### config.mk
export PLATFORM = sky130hd
export DESIGN_NAME = rf_seq_ctrl
export DESIGN_NICKNAME = d
export VERILOG_FILES = /design/src/rtl/rf_pkg.sv /design/src/rtl/rf_wdt_cnt.sv /design/src/rtl/rf_seq_ctrl.sv
export SDC_FILE = /design/constraint.sdc
export NUM_CORES = 1
export LEC_CHECK = 0
export BUFFER_PORTS_ARGS = -buffer_cell sky130_fd_sc_hd__buf_2
export CAP_MARGIN = 10
export CORE_MARGIN = 2
export CORE_UTILIZATION = 44
export CTS_CLUSTER_DIAMETER = 150
export CTS_CLUSTER_SIZE = 8
export DETAILED_ROUTE_END_ITERATION = 7
export GPL_TIMING_DRIVEN = 0
export PLACE_DENSITY_LB_ADDON = 0.3
export REMOVE_ABC_BUFFERS = 1
export SETUP_SLACK_MARGIN = 0.4
export SLEW_MARGIN = 20
export SYNTH_ARGS = -nofsm -noshare
export SYNTH_HDL_FRONTEND = slang
export SYNTH_SLANG_ARGS = --single-unit
### constraint.sdc
create_clock -name clk -period 4.1 [get_ports clk]
set_input_delay 0.615 -clock clk [delete_from_list [all_inputs] [get_ports clk]]
set_output_delay 0.615 -clock clk [all_outputs]
set_load 0.005 [all_outputs]
### src/rtl/rf_pkg.sv
// Shared types and sizes for the register-file sequencer of the matrix divider.
// The file is 16x32 with a single write port and nine asynchronous read ports.
package rf_pkg;

  localparam int RF_DATA_W = 32;
  localparam int RF_ADDR_W = 4;
  localparam int RF_DEPTH  = 16;
  localparam int RF_NREAD  = 9;
  localparam int RF_CNT_W  = $clog2(RF_DEPTH);

  typedef enum logic [2:0] {
    ST_IDLE,
    ST_LOAD,
    ST_COMPUTE,
    ST_WB,
    ST_DONE
  } rf_seq_state_t;

endpackage

### src/rtl/rf_wdt_cnt.sv
// Watchdog for the compute phase: counts cycles while run is high and
// flags the final permitted cycle. The count restarts from zero whenever run drops.
module rf_wdt_cnt #(
  parameter int TIMEOUT = 1024
) (
  input  logic clk,
  input  logic rst,
  input  logic run,
  output logic expired
);

  localparam int W = (TIMEOUT > 2) ? $clog2(TIMEOUT) : 1;
  localparam logic [W-1:0] LAST = W'(TIMEOUT - 1);

  logic [W-1:0] count_q;
  logic [W-1:0] count_d;

  always_comb begin
    count_d = '0;
    if (run) begin
      count_d = count_q + W'(1);
    end
  end

  always_ff @(posedge clk) begin
    if (rst) begin
      count_q <= '0;
    end else begin
      count_q <= count_d;
    end
  end

  assign expired = run && (count_q == LAST);

endmodule

### src/rtl/rf_seq_ctrl.sv
// Sequencer owning the register file write port: loads nine operands, starts the
// divider core, writes the results back and reports done or a watchdog timeout.
module rf_seq_ctrl
  import rf_pkg::*;
#(
  parameter int DATA_W   = RF_DATA_W,
  parameter int ADDR_W   = RF_ADDR_W,
  parameter int N_LOAD   = RF_NREAD,
  parameter int N_RES    = 3,
  parameter int SRC_BASE = 0,
  parameter int DST_BASE = 12,
  parameter int TIMEOUT  = 1024
) (
  input  logic                         clk,
  input  logic                         rst,
  input  logic                         start,
  input  logic                         in_valid,
  output logic                         in_ready,
  input  logic [DATA_W-1:0]            in_data,
  output logic                         rf_we,
  output logic [ADDR_W-1:0]            rf_wa,
  output logic [DATA_W-1:0]            rf_wd,
  output logic [RF_NREAD*ADDR_W-1:0]   rf_ra,
  output logic                         calc_start,
  input  logic                         calc_done,
  input  logic                         res_valid,
  output logic                         res_ready,
  input  logic [DATA_W-1:0]            res_data,
  output logic                         busy,
  output logic                         done,
  output logic                         err
);

  localparam logic [RF_CNT_W-1:0] LAST_LOAD = RF_CNT_W'(N_LOAD - 1);
  localparam logic [RF_CNT_W-1:0] LAST_RES  = RF_CNT_W'(N_RES - 1);

  rf_seq_state_t state_q, state_d;
  logic [RF_CNT_W-1:0] cnt_q, cnt_d;
  logic err_q, err_d;
  logic in_ready_q, in_ready_d;
  logic res_ready_q, res_ready_d;
  logic calc_start_q, calc_start_d;
  logic busy_q, busy_d;
  logic done_q, done_d;
  logic [RF_NREAD*ADDR_W-1:0] rf_ra_q, rf_ra_d;

  logic load_acc;
  logic wb_acc;
  logic wdt_expired;

  rf_wdt_cnt #(
    .TIMEOUT(TIMEOUT)
  ) u_wdt (
    .clk    (clk),
    .rst    (rst),
    .run    (state_q == ST_COMPUTE),
    .expired(wdt_expired)
  );

  assign load_acc = in_valid && in_ready_q && (state_q == ST_LOAD);
  assign wb_acc   = res_valid && res_ready_q && (state_q == ST_WB);

  always_comb begin
    state_d = state_q;
    cnt_d   = cnt_q;
    err_d   = err_q;
    unique case (state_q)
      ST_IDLE: begin
        if (start) begin
          state_d = ST_LOAD;
          cnt_d   = '0;
          err_d   = 1'b0;
        end
      end
      ST_LOAD: begin
        if (load_acc) begin
          if (cnt_q == LAST_LOAD) begin
            state_d = ST_COMPUTE;
            cnt_d   = '0;
          end else begin
            cnt_d = cnt_q + RF_CNT_W'(1);
          end
        end
      end
      // A completion arriving on the last watchdog cycle still counts as success.
      ST_COMPUTE: begin
        if (calc_done) begin
          state_d = ST_WB;
        end else if (wdt_expired) begin
          state_d = ST_IDLE;
          err_d   = 1'b1;
        end
      end
      ST_WB: begin
        if (wb_acc) begin
          if (cnt_q == LAST_RES) begin
            state_d = ST_DONE;
            cnt_d   = '0;
          end else begin
            cnt_d = cnt_q + RF_CNT_W'(1);
          end
        end
      end
      ST_DONE: begin
        state_d = ST_IDLE;
      end
      default: begin
        state_d = ST_IDLE;
      end
    endcase
  end

  always_comb begin
    in_ready_d   = (state_d == ST_LOAD);
    res_ready_d  = (state_d == ST_WB);
    busy_d       = (state_d != ST_IDLE);
    done_d       = (state_d == ST_DONE);
    calc_start_d = (state_q == ST_LOAD) && (state_d == ST_COMPUTE);
    rf_ra_d      = '0;
    for (int k = 0; k < RF_NREAD; k++) begin
      rf_ra_d[k*ADDR_W +: ADDR_W] = ADDR_W'(SRC_BASE + k);
    end
  end

  always_ff @(posedge clk) begin
    if (rst) begin
      state_q      <= ST_IDLE;
      cnt_q        <= '0;
      err_q        <= 1'b0;
      in_ready_q   <= 1'b0;
      res_ready_q  <= 1'b0;
      calc_start_q <= 1'b0;
      busy_q       <= 1'b0;
      done_q       <= 1'b0;
      rf_ra_q      <= '0;
    end else begin
      state_q      <= state_d;
      cnt_q        <= cnt_d;
      err_q        <= err_d;
      in_ready_q   <= in_ready_d;
      res_ready_q  <= res_ready_d;
      calc_start_q <= calc_start_d;
      busy_q       <= busy_d;
      done_q       <= done_d;
      rf_ra_q      <= rf_ra_d;
    end
  end

  // The write port is combinational so an accepted beat lands in the same cycle.
  always_comb begin
    rf_we = !rst && (load_acc || wb_acc);
    rf_wa = '0;
    rf_wd = '0;
    if (rf_we) begin
      if (load_acc) begin
        rf_wa = ADDR_W'(SRC_BASE) + ADDR_W'(cnt_q);
        rf_wd = in_data;
      end else begin
        rf_wa = ADDR_W'(DST_BASE) + ADDR_W'(cnt_q);
        rf_wd = res_data;
      end
    end
  end

  assign in_ready   = in_ready_q;
  assign res_ready  = res_ready_q;
  assign calc_start = calc_start_q;
  assign busy       = busy_q;
  assign done       = done_q;
  assign err        = err_q;
  assign rf_ra      = rf_ra_q;

endmodule
After elaboration in Yosys (flattened, before gate mapping)
Index checks and enable logic that the tools add are counted.
- bits in registers: 59
- output and inout port bits: 79
- bits of input ports: 70
- add/sub/neg operators: 3
- equal/unequal tests: 15
- reductions and logical operators: 16
- muxes and demuxes: 23
- bitwise gates (word level): 1
- operators with widths (operator ; count):
    $mux 32 ; 2
    $mux 36 ; 1
    $mux 4 ; 7
    $mux 3 ; 7
    $eq 3x2->1 const B ; 4
    $pmux 3 s4 ; 1
    $pmux 4 s3 ; 1
    $add 10x1->10 const B ; 1
    $eq 10x10->1 const B ; 1
    $ne 2x2->1 const B ; 5
    $reduce_and 4->1 ; 2
    $logic_and 1x1->1 ; 7
    $eq 3x1->1 const B ; 2
    $reduce_bool 3->1 ; 2
    $add 4x1->4 const B ; 1
    $add 4x4->4 const A ; 1
    $eq 4x2->1 const B ; 1
    $eq 4x4->1 const B ; 1
    $eq 3x3->1 const B ; 1
    $logic_not 3->1 ; 1
    $mux 1 ; 3
    $pmux 1 s2 ; 1
    $reduce_bool 2->1 ; 1
    $reduce_or 2->1 ; 1
    other kinds (3) ; 3

Depth between registers and ports, before layout
Gate-level depths: netlist (run 1).
- depth in word-level cells: 7
- depth in mapped cells: 8
- gate-level depth less buffers: 6

Modules after synthesis
From an unflattened synthesis (run 1), not the netlist that was laid out.
- cells, all modules: 282
- area total of the unflattened synthesis: 1993.2 µm²
- modules (own cells, without submodules) (module ; area an instance (µm²) ; cells an instance ; times used):
    rf_seq_ctrl ; 1571.5 ; 234 ; 1
    rf_wdt_cnt ; 421.7 ; 48 ; 1

Worst setup path before layout (run 1)
OpenSTA, ideal clock, no wires.
- path type: input to output
- from: input port in_valid
- to: output port rf_wd[10]
- data required time: 3.485 ns
- path slack: 1.763 ns
- path buffers: 3
- arrival time: 1.722 ns
- cell stages on the path: 7
- cells stage by stage: nand2_1 -> or3_1 -> buf_6 -> a21o_1 -> buf_6 -> buf_6 -> a21oi_2
- cells in the longest elaborated chain, start to end: 5
- elaborated cells between the ends (all ways): 6
- those cells by class: 2 x mux; 4 x reduce/logical
- RTL lines (element ; RTL line ; source):
    start: declaration ; rf_seq_ctrl.sv:17 ; input logic in_valid,
    $logic_and 1x1->1 (*) (2 in series) ; rf_seq_ctrl.sv:60 ; assign load_acc = in_valid && in_ready_q && (state_q == ST_LOAD);
    $logic_or 1x1->1 ; rf_seq_ctrl.sv:151 ; rf_we = !rst && (load_acc || wb_acc);
    $logic_and 1x1->1 ; rf_seq_ctrl.sv:151 ;
    $mux 32 (*) ; rf_seq_ctrl.sv:154 ; if (rf_we) begin
    end: declaration ; rf_seq_ctrl.sv:22 ; output logic [DATA_W-1:0] rf_wd,
Mark *: on every way between the ends. The rest lies on a longest branch, timed or not.

Worst setup path after layout (run 1)
- from: register state_q[0]
- to: output port rf_wd[12]
- cells in the longest elaborated chain, start to end: 5
- elaborated cells between the ends (all ways): 8
- those cells by class: 2 x eq/ne; 2 x mux; 4 x reduce/logical
- RTL lines (element ; RTL line ; source):
    start: declaration ; rf_seq_ctrl.sv:37 ; rf_seq_state_t state_q, state_d;
    start signal: assignment ; rf_seq_ctrl.sv:137 ; state_q <= state_d;
    $eq 3x1->1 or $eq 3x2->1 (tied branches) ; rf_seq_ctrl.sv:60, rf_seq_ctrl.sv:61 ;
    $logic_and 1x1->1 (on tied branches) ; rf_seq_ctrl.sv:60, rf_seq_ctrl.sv:61 ;
    $logic_or 1x1->1 ; rf_seq_ctrl.sv:151 ;
    $logic_and 1x1->1 ; rf_seq_ctrl.sv:151 ;
    $mux 32 (*) ; rf_seq_ctrl.sv:154 ;
Marked as above.

==> results of run 1 <==
==> final cells by class <==
type / count / share of cell area (%)
clock buffers: 3 / 1.620
clock inverters: 1 / 1.178
inverters: 6 / 0.8837
multi-input cells: 214 / 48.50
flip-flops and latches: 24 / 18.85
well taps: 52 / 2.553
repair buffers: 127 / 26.41
==> layout by cell type (no fill, tap or decap), drive strengths merged <==
| master | n |
|---|---|
| a211o | 1 |
| a211oi | 1 |
| a21o | 2 |
| a21oi | 33 |
| a221oi | 1 |
| a31oi | 2 |
| a32oi | 1 |
| and3 | 6 |
| and4 | 3 |
| buf | 127 |
| bufinv | 1 |
| clkbuf | 3 |
| conb | 23 |
| dfxtp | 24 |
| ha | 6 |
| inv | 6 |
| mux2i | 3 |
| nand2 | 73 |
| nand2b | 2 |
| nand3 | 5 |
| nand4 | 4 |
| nor2 | 20 |
| nor2b | 1 |
| nor3 | 3 |
| nor3b | 3 |
| nor4 | 2 |
| o21a | 1 |
| o21ai | 1 |
| o21bai | 1 |
| o221a | 1 |
| o311a | 1 |
| o31ai | 2 |
| or3 | 1 |
| or3b | 1 |
| xnor2 | 3 |
| xor2 | 7 |
==> cell families after synthesis <==
| logic type | share of synthesized area, % |
|---|---|
| fa+ha+maj | 3.722 |
| buf+inv | 19.42 |
| mux | 1.489 |
| compound gates | 19.17 |
| xor+xnor | 4.343 |
| other cells | 0.1859 |
| simple gates | 27.85 |
| flops | 23.82 |
==> state kept, by name (all words and copies together) (netlist names) <==
| signal | cells |
|---|---|
| busy | 1 |
| calc_start | 1 |
| cnt_q | 4 |
| done | 1 |
| err | 1 |
| in_ready | 1 |
| res_ready | 1 |
| rf_ra | 1 |
| state_q | 3 |
| u_wdt.count_q | 10 |
==> how the worst max path moves through the flow <==
stage	end	slack [ps]	start	cells past startpoint
2_1_floorplan	rf_we	860	in_valid	4
3_3_place_gp	rf_wd[3]	-110	in_valid	6
3_5_place_dp	rf_wd[12]	960	in_valid	7
4_1_cts	rf_wd[12]	900	state_q[0]$_SDFF_PP0_	6
5_1_grt	rf_wd[0]	750	state_q[0]$_SDFF_PP0_	6
6_report	rf_wd[12]	930	state_q[0]$_SDFF_PP0_	6
==> routing by layer <==
metal	GRT usage, %	vias to the layer above	part of all wire, %
met5	0	-	0
met2	31.07	96	48
li1	-	1051	-
met3	4.923	5	8.4
met4	4.822	0	1.0
met1	23.28	872	42
==> stage by stage <==
stage	power (mW)	util, %	hold WS [ps]
2_1_floorplan	0.3003	-	426.1
3_3_place_gp	0.3513	55.22	445.1
3_5_place_dp	0.3552	56.51	454.7
4_1_cts	0.5626	58.13	470.1
5_1_grt	0.5864	58.13	508.8
6_report	0.5575	58.13	465.2
==> power breakdown <==
part / total (mW) / leakage (nW) / internal, mW / switching (mW)
Sequential: 0.243 / 0.195 / 0.237 / 0.00603
Combinational: 0.106 / 1.08 / 0.0514 / 0.0550
Clock: 0.208 / 0.0357 / 0.131 / 0.0770
Total: 0.558 / 1.31 / 0.420 / 0.138
==> impl_metrics.toml, run 1 <==
[cells_and_area]
stdcell_count = 427
antenna_cells = 0
syn2layout_area_growth_pct = 26.36
fill_cells = 425
fin_nets = 452
drive_gt1_share_pct = 44.00
final_area_sq_um = 2549
register_area_sq_um = 480.5
multiInputGateArea_sq_um = 1236

[worst_hold_path]
hold_path_depth = 1
hold_end = "u_wdt.count_q[0]$_SDFF_PP0_"
hp-start = "u_wdt.count_q[0]$_SDFF_PP0_"
worstHoldPathType = "flop to flop"

[timing]
setup_viol = 0
finalCritPeriodShare_pct = 77.36
hold_violations = 0
period_needed_ps = 3172
rsz0062_at_grt = "false"
setup_ws_ps = 928.4
max_freq_mhz = 315.3
finClkSkew_ps = 5.905
max_slew_margin_pct = 57.60
slew_viol_final = 0
final.setup.tns_ps = 0
tightestPinTransition_ps = 634.0

[setup_path]
crit_chain = "nand2b_4, or3_2, a21o_2, buf_12, a21oi_2, buf_2"
reg2reg_from = "state_q[0]$_SDFF_PP0_"
arrival_ps = 2560
cp-end-kind = "output port"
worstPathMaxFanout = 37
rrSetupSlack_ps = 2080
r2r_cells = 4
crit_buf_inv = 2
startpoint_type = "flop"
cpPeakStageDelay_ps = 770
cp_slowest_cell = "or3_2"
required_ps = 3480
crit_family = "simple AND/OR/NAND/NOR gates"
crit_type = "flop to output port"
rr_endpoint = "in_ready$_SDFF_PP0_"

[synth]
ys.flop_type = "dfxtp_1"
yosysMostFrequentCell = "nand2_1"
synth_area_sq_um = 2017
synth_edf_count = 0
synth-seq-cells = 24
ys_types = 41
synth-async-reset-ratio_pct = 0
yosysSeqAreaShare_pct = 23.82
synth_top_cell_by_area = "dfxtp_1"
ys_top_cells_by_area = "dfxtp_1 24%, nand2_1 14%, buf_4 13%"
syn_inst = 272
yosysTopAreaCellShare_pct = 23.82
avgSynthCellArea_sq_um = 7.415
synth_common_cells = "73 x nand2_1, 36 x buf_4, 26 x a21oi_2, 24 x dfxtp_1, 19 x nor2_1"
ys.warnings.count = 0

[placed_design]
placed_cells = 423
hpwlAfterDp_microns = 3909
dpl-instance-area_sq_um = 2477
port-buffer-count = 125
dp_slack_ps = 962.9
gp_congestion = 0.7897

[die]
initial_core_util_pct = 46.00
die_h_microns = 71.71
dieArea_sq_um = 5142
core-area_sq_um = 4384
fp.dieW_microns = 71.71
io_pins = 149
rows = 24

[clocking]
cts_tree = "done"
clk_path_buf_depth = 2
post_cts_buffers = 0
ctsHoldBuffers = 0
cts_made_buffers = 3
clock-sinks = 24
root_buffer = "clkbuf_8"
cts.repair.resized = 0
clock_latency_ps = 270
htreeDepth = 1
path_clk_slew_ps = 90

[detailed_routing]
dr.first_iter.drc_count = 131
vias_per_cell = 4.740
drc = 0
ant_nets = 0
wl_microns = 4880
avgRoutedWirePerCell_microns = 11.43
dr.pass1.iters = 4
vias = 2024

[power]
power.leakage_nw = 1.312
powerDensity_nw_per_um2 = 218.8
ir_drop_mv = 0.09597

[global_route]
antenna_found_initial = 0
grt_usage_pct = 18.43
grt-ovfl-total = 0
grt_first_pass_wirelength_microns = 7652
grt_pass1_vias = 1700
grt_max_degree = 38

[job]
drv_cap = 0

[run_status]
status = "completed"
Power figures use the tool's default switching activity.
==> inputs of run 2 (changes only) <==
--- a/config.mk
+++ b/config.mk
@@ -5,10 +5,11 @@
 export SDC_FILE = /design/constraint.sdc
 export NUM_CORES = 1
 export LEC_CHECK = 0
+export ABC_AREA = 1
 export BUFFER_PORTS_ARGS = -buffer_cell sky130_fd_sc_hd__buf_2
 export CAP_MARGIN = 10
 export CORE_MARGIN = 2
-export CORE_UTILIZATION = 44
+export CORE_UTILIZATION = 41
 export CTS_CLUSTER_DIAMETER = 150
 export CTS_CLUSTER_SIZE = 8
 export DETAILED_ROUTE_END_ITERATION = 7
==> constraint.sdc (replaced) <==
create_clock -name clk -period 3.3 [get_ports clk]
set_input_delay 0.495 -clock clk [delete_from_list [all_inputs] [get_ports clk]]
set_output_delay 0.495 -clock clk [all_outputs]
set_load 0.005 [all_outputs]
==> impl_metrics.toml, run 2 <==
[run_status]
status = "completed"

[clocking]
path_clk_slew_ps = 90
cts_tree = "done"
cts_made_buffers = 3
root_buffer = "clkbuf_8"
htreeDepth = 1
clock_latency_ps = 270
clock-sinks = 24
clk_path_buf_depth = 2

[detailed_routing]
dr.first_iter.drc_count = 88
drc = 0
avgRoutedWirePerCell_microns = 10.75
ant_nets = 0
vias = 2203
dr.pass1.iters = 4
wl_microns = 5237
vias_per_cell = 4.524

[global_route]
grt_max_degree = 37
grt_usage_pct = 17.88
top_usage_layer = "met2"
met1_usage_pct = 21.79
grt_pass1_vias = 1921
met3_usage_pct = 3.117
grt_util_met2_pct = 32.04
grt-ovfl-total = 0
grt_first_pass_wirelength_microns = 7955
antenna_found_initial = 0

[die]
core-area_sq_um = 4755
initial_core_util_pct = 42.63
rows = 25
fp.dieW_microns = 74.31
dieArea_sq_um = 5522
die_h_microns = 74.31
io_pins = 149

[timing]
hold_violations = 0
finalCritPeriodShare_pct = 83.04
max_freq_mhz = 364.9
final.setup.tns_ps = 0
slew_viol_final = 0
setup_viol = 0
finClkSkew_ps = 1.902
rsz0062_at_grt = "true"
hold_slack_ps = 448.0
period_needed_ps = 2740
setup_ws_ps = 559.6

[cells_and_area]
largestRegisters = "u_wdt.count_q: 10 flops, cnt_q: 4 flops, state_q: 3 flops"
mostFrequentLayoutCell = "buf_2"
final_cell_mix = "125 x buf_2, 104 x nand2_1, 27 x a21oi_2"
fill_cells = 487
top_register = "u_wdt.count_q"
antenna_cells = 0
syn2layout_area_growth_pct = 28.89
stdcell_count = 487
register_area_sq_um = 480.5
drive_gt1_share_pct = 39.52
fin_nets = 497
largest_register_ffs = 10
multiInputGateArea_sq_um = 1204
final_area_sq_um = 2613
final_util_pct = 54.95

[synth]
synth_edf_count = 0
synth_common_cells = "104 x nand2_1, 36 x buf_4, 27 x a21oi_2, 24 x dfxtp_1, 24 x inv_1"
ys_top_cells_by_area = "dfxtp_1 24%, nand2_1 19%, buf_4 13%"
synth_top_cell_by_area = "dfxtp_1"
yosysSeqAreaShare_pct = 23.70
synth_area_sq_um = 2027
ys.warnings.count = 0
avgSynthCellArea_sq_um = 6.539
syn_inst = 310
ys.flop_type = "dfxtp_1"
synth-seq-cells = 24
yosysMostFrequentCell = "nand2_1"
ys_types = 26
yosysTopAreaCellShare_pct = 23.70
synth-async-reset-ratio_pct = 0

[setup_path]
crit_chain = "inv_1, nor2_4, nand3_4, inv_8, o21ai_4, buf_4, a21oi_1, buf_2"
worstPathMaxFanout = 36
startpoint_type = "flop"
crit_type = "flop to output port"
crit_buf_inv = 4
rrSetupSlack_ps = 1700
arrival_ps = 2250
crit_family = "buffers and inverters"
cpPeakStageDelay_ps = 370
required_ps = 2800
cp_slowest_cell = "dfxtp_1"
cp-end-kind = "output port"

[power]
power_switching_uw = 197.2
p_sw_share_pct = 27.11
total_power_uw = 727.6
powerDensity_nw_per_um2 = 278.5
clockPowerShare_pct = 35.7
p_comb_share_pct = 22.4
ir_drop_mv = 0.1959
seqPwrFrac_pct = 42.0
power.leakage_nw = 1.414
internal_power_uw = 530.3

[worst_hold_path]
worstHoldPathType = "flop to flop"

[job]
drv_cap = 0

[placed_design]
port-buffer-count = 125
dpl-instance-area_sq_um = 2521
hpwlAfterDp_microns = 4146
placed_cells = 481
gp_congestion = 0.8661
dp_slack_ps = 434.6
-- run 2: changes by cell type after synthesis, sizes merged, moves of 4 or more --
cell	before	now
a21oi	33	43
nor2	20	24
inv	6	25
clkbuf	7	3
o21ai	1	9
nand2	73	104
and3	6	0
nand3	5	12
xor2	7	2
-- run 2: worst reg2reg max path, delay by kind of cell (launching register included) --
kind / cells / cell delay [ps]
DFF: 1 / 430
buffers and inverters: 3 / 230
AOI/OAI and AO/OA: 1 / 320
and+or+nand+nor: 4 / 370
adders and majority gates: 1 / 210
-- run 2: per-layer routing --
metal / part of all wire, % / vias up
li1: - / 1141
met1: 43 / 956
met2: 48 / 100
met3: 7.2 / 6
met4: 1.1 / 0
met5: 0 / -
-- run 2: final timing paths --
check,start,end,cells past startpoint
worst max register to register,cnt_q[2]$_SDFFE_PP0P_,cnt_q[3]$_SDFFE_PP0P_,9
worst min-delay path,err$_SDFFE_PP0P_,err$_SDFFE_PP0P_,2
worst max-delay path,state_q[0]$_SDFF_PP0_,rf_wd[2],8
worst min register to register,err$_SDFFE_PP0P_,err$_SDFFE_PP0P_,2
-- run 2: power by group through the flow --
stage / logic [mW] / registers, mW / clock network [mW]
after global placement: 0.156 / 0.312 / 0
after CTS: 0.162 / 0.306 / 0.265
final: 0.163 / 0.305 / 0.259
after detailed placement: 0.161 / 0.312 / 0
after floorplan: 0.0834 / 0.313 / 0
after global routing: 0.187 / 0.307 / 0.272
-- run 2: what timing repair did --
| item | in CTS | in global routing |
|---|---|---|
| endpoints found under the setup margin | 21 | 23 |
| resized for setup | 1 | 1 |
| hold buffers | 0 | 0 |
| pin swaps | 0 | 2 |
| buffers inserted | 0 | 2 |
-- run 2: kinds of logic after synthesis --
| logic type | after synthesis | share of synthesized area, % |
|---|---|---|
| AO/OA/AOI/OAI | 54 | 19.08 |
| XOR/XNOR | 3 | 1.297 |
| adder cells (fa/ha/maj) | 6 | 3.704 |
| buffers and inverters | 70 | 20.99 |
| flip-flops | 24 | 23.70 |
| other | 1 | 0.1850 |
| AND/OR/NAND/NOR | 152 | 31.05 |
-- run 2: area by class of cell --
cell class,count,area share (%)
Sequential cell,24,18.39
Clock inverter,1,1.149
Tap cell,67,3.209
Multi-Input combinational cell,238,46.07
Inverter,26,4.023
Timing Repair Buffer,128,25.57
Clock buffer,3,1.580
==> inputs of run 3 (changes only) <==
==> constraint.sdc (replaced) <==
create_clock -name clk -period 2.8 [get_ports clk]
set_input_delay 0.42 -clock clk [delete_from_list [all_inputs] [get_ports clk]]
set_output_delay 0.42 -clock clk [all_outputs]
set_load 0.005 [all_outputs]
==> impl_metrics.toml, run 3 (synthesis gave the netlist of run 2 again) <==
[placed_design]
port-buffer-count = 125
dpl-instance-area_sq_um = 2521
gp_congestion = 0.8661
hpwlAfterDp_microns = 4146

[clocking]
clk_path_buf_depth = 2
cts_made_buffers = 3
root_buffer = "clkbuf_8"
path_clk_slew_ps = 90
clock-sinks = 24
cts_tree = "done"
clock_latency_ps = 270
htreeDepth = 1

[detailed_routing]
avgRoutedWirePerCell_microns = 11.48
drc = 0
vias = 2273
vias_per_cell = 4.611
dr.first_iter.drc_count = 109
dr.pass1.iters = 4
ant_nets = 0
wl_microns = 5659

[global_route]
grt_max_degree = 37
grt_usage_pct = 19.00
grt_first_pass_wirelength_microns = 8314
antenna_found_initial = 0
grt-ovfl-total = 0
grt_pass1_vias = 1945

[setup_path]
cpPeakStageDelay_ps = 370
cp_slowest_cell = "dfxtp_1"
crit_type = "flop to output port"
r2r_cells = 8
crit_chain = "inv_1, nor2_4, nand3_4, inv_12, o21ai_4, buf_16, a21oi_1, buf_2"
cp-end-kind = "output port"
crit_family = "buffers and inverters"
crit_cells = 8
reg2reg_from = "state_q[0]$_SDFF_PP0_"
worstPathMaxFanout = 21
startpoint = "state_q[0]$_SDFF_PP0_"
crit_buf_inv = 4
required_ps = 2380
startpoint_type = "flop"
arrival_ps = 1840
cp-endpoint = "rf_wd[1]"
rr_endpoint = "busy$_SDFF_PP0_"
rrSetupSlack_ps = 1180

[timing]
hold_violations = 0
period_needed_ps = 2259
rsz0062_at_grt = "false"
setup_viol = 0
finalCritPeriodShare_pct = 80.66
slew_viol_final = 0
max_freq_mhz = 442.8
finClkSkew_ps = 1.587

[die]
io_pins = 149
rows = 25
fp.dieW_microns = 74.31
dieArea_sq_um = 5522
die_h_microns = 74.31
core-area_sq_um = 4755
initial_core_util_pct = 42.63

[cells_and_area]
top_register = "u_wdt.count_q"
largest_register_ffs = 10
final_cell_mix = "125 x buf_2, 104 x nand2_1, 27 x a21oi_2"
drive_gt1_share_pct = 40.38
syn2layout_area_growth_pct = 31.54
fill_cells = 475
fin_nets = 503
mostFrequentLayoutCell = "buf_2"
largestRegisters = "u_wdt.count_q: 10 flops, cnt_q: 4 flops, state_q: 3 flops"
antenna_cells = 0
final_area_sq_um = 2666
final_util_pct = 56.08

[power]
powerDensity_nw_per_um2 = 326.6
total_power_uw = 870.8
ir_drop_mv = 0.2333
power.leakage_nw = 1.438

[job]
drv_cap = 0

[worst_hold_path]
hp-start = "rst"
worstHoldPathType = "input pin to flop"

[run_status]
status = "completed"
==> run 3: changes by cell type in the layout (fill, tap and decap cells not counted), sizes merged <==
cell and delta:
inv +1, buf +4, nand3 +1
==> run 3: worst register-to-register path, cell delays in order (launching register included) <==
cell and delay, ps:
dfxtp_1 370, inv_1 120, nor2_4 190, nand3_2 390, nor2_1 230, nor2_1 70
nand2_1 60, nand2_1 60, nand3_1 70
==> run 3: report_power, final <==
part	switching (mW)	internal, mW	leakage (nW)	total, mW
combinational	0.117	0.0863	1.21	0.203
sequential	0.00831	0.351	0.195	0.360
clock	0.117	0.191	0.0357	0.308
total	0.242	0.629	1.44	0.871
==> run 3: worst min-delay path by stage <==
stage	to	cells after the start
finish	res_ready$_SDFF_PP0_	2
global route	res_ready$_SDFF_PP0_	2
CTS	res_ready$_SDFF_PP0_	2
detailed placement	err$_SDFFE_PP0P_	2
global placement	err$_SDFFE_PP0P_	2
floorplan	u_wdt.count_q[0]$_SDFF_PP0_	1
==> run 3: stage by stage <==
step / TNS, ps / hold WS [ps] / instances / worst slack [ps]
6_report: 0 / 392.2 / 493 / 541.5
5_1_grt: 0 / 404.6 / 493 / 435.0
4_1_cts: 0 / 386.1 / 490 / 502.4
3_5_place_dp: 0 / 437.6 / 481 / 84.64
3_3_place_gp: -4694 / 435.9 / 480 / -176.4
2_1_floorplan: 0 / 430.2 / 288 / 465.1
==> run 3: cell type report <==
cell class	instances	area [sq um]	area share (%)
tap	67	83.83	3.144
inverter	26	110.1	4.130
multi-input combinational	239	1214	45.52
sequential	24	480.5	18.02
timing repair buffer	132	698.2	26.18
timing repair inverter	1	8.758	0.3285
clock buffer	3	41.29	1.549
clock inverter	1	30.03	1.126
==> run 3: metal layers <==
metal	global-route usage [%]	wire, microns	vias up
met4	5.952	74	0
met1	23.85	2448	998
met5	0	0	-
met2	33.33	2718	111
met3	3.117	418	8
li1	-	-	1156
==> run 3: repair_timing <==
| item | CTS | global route |
|---|---|---|
| hold buffers | 0 | 0 |
| endpoints found under the setup margin | 37 | 6 |
| resized for setup | 3 | 0 |
| pin swaps | 2 | 1 |
| buffers inserted | 4 | 2 |
| gates cloned | 1 | 1 |
| hold endpoints to repair | 0 | 0 |
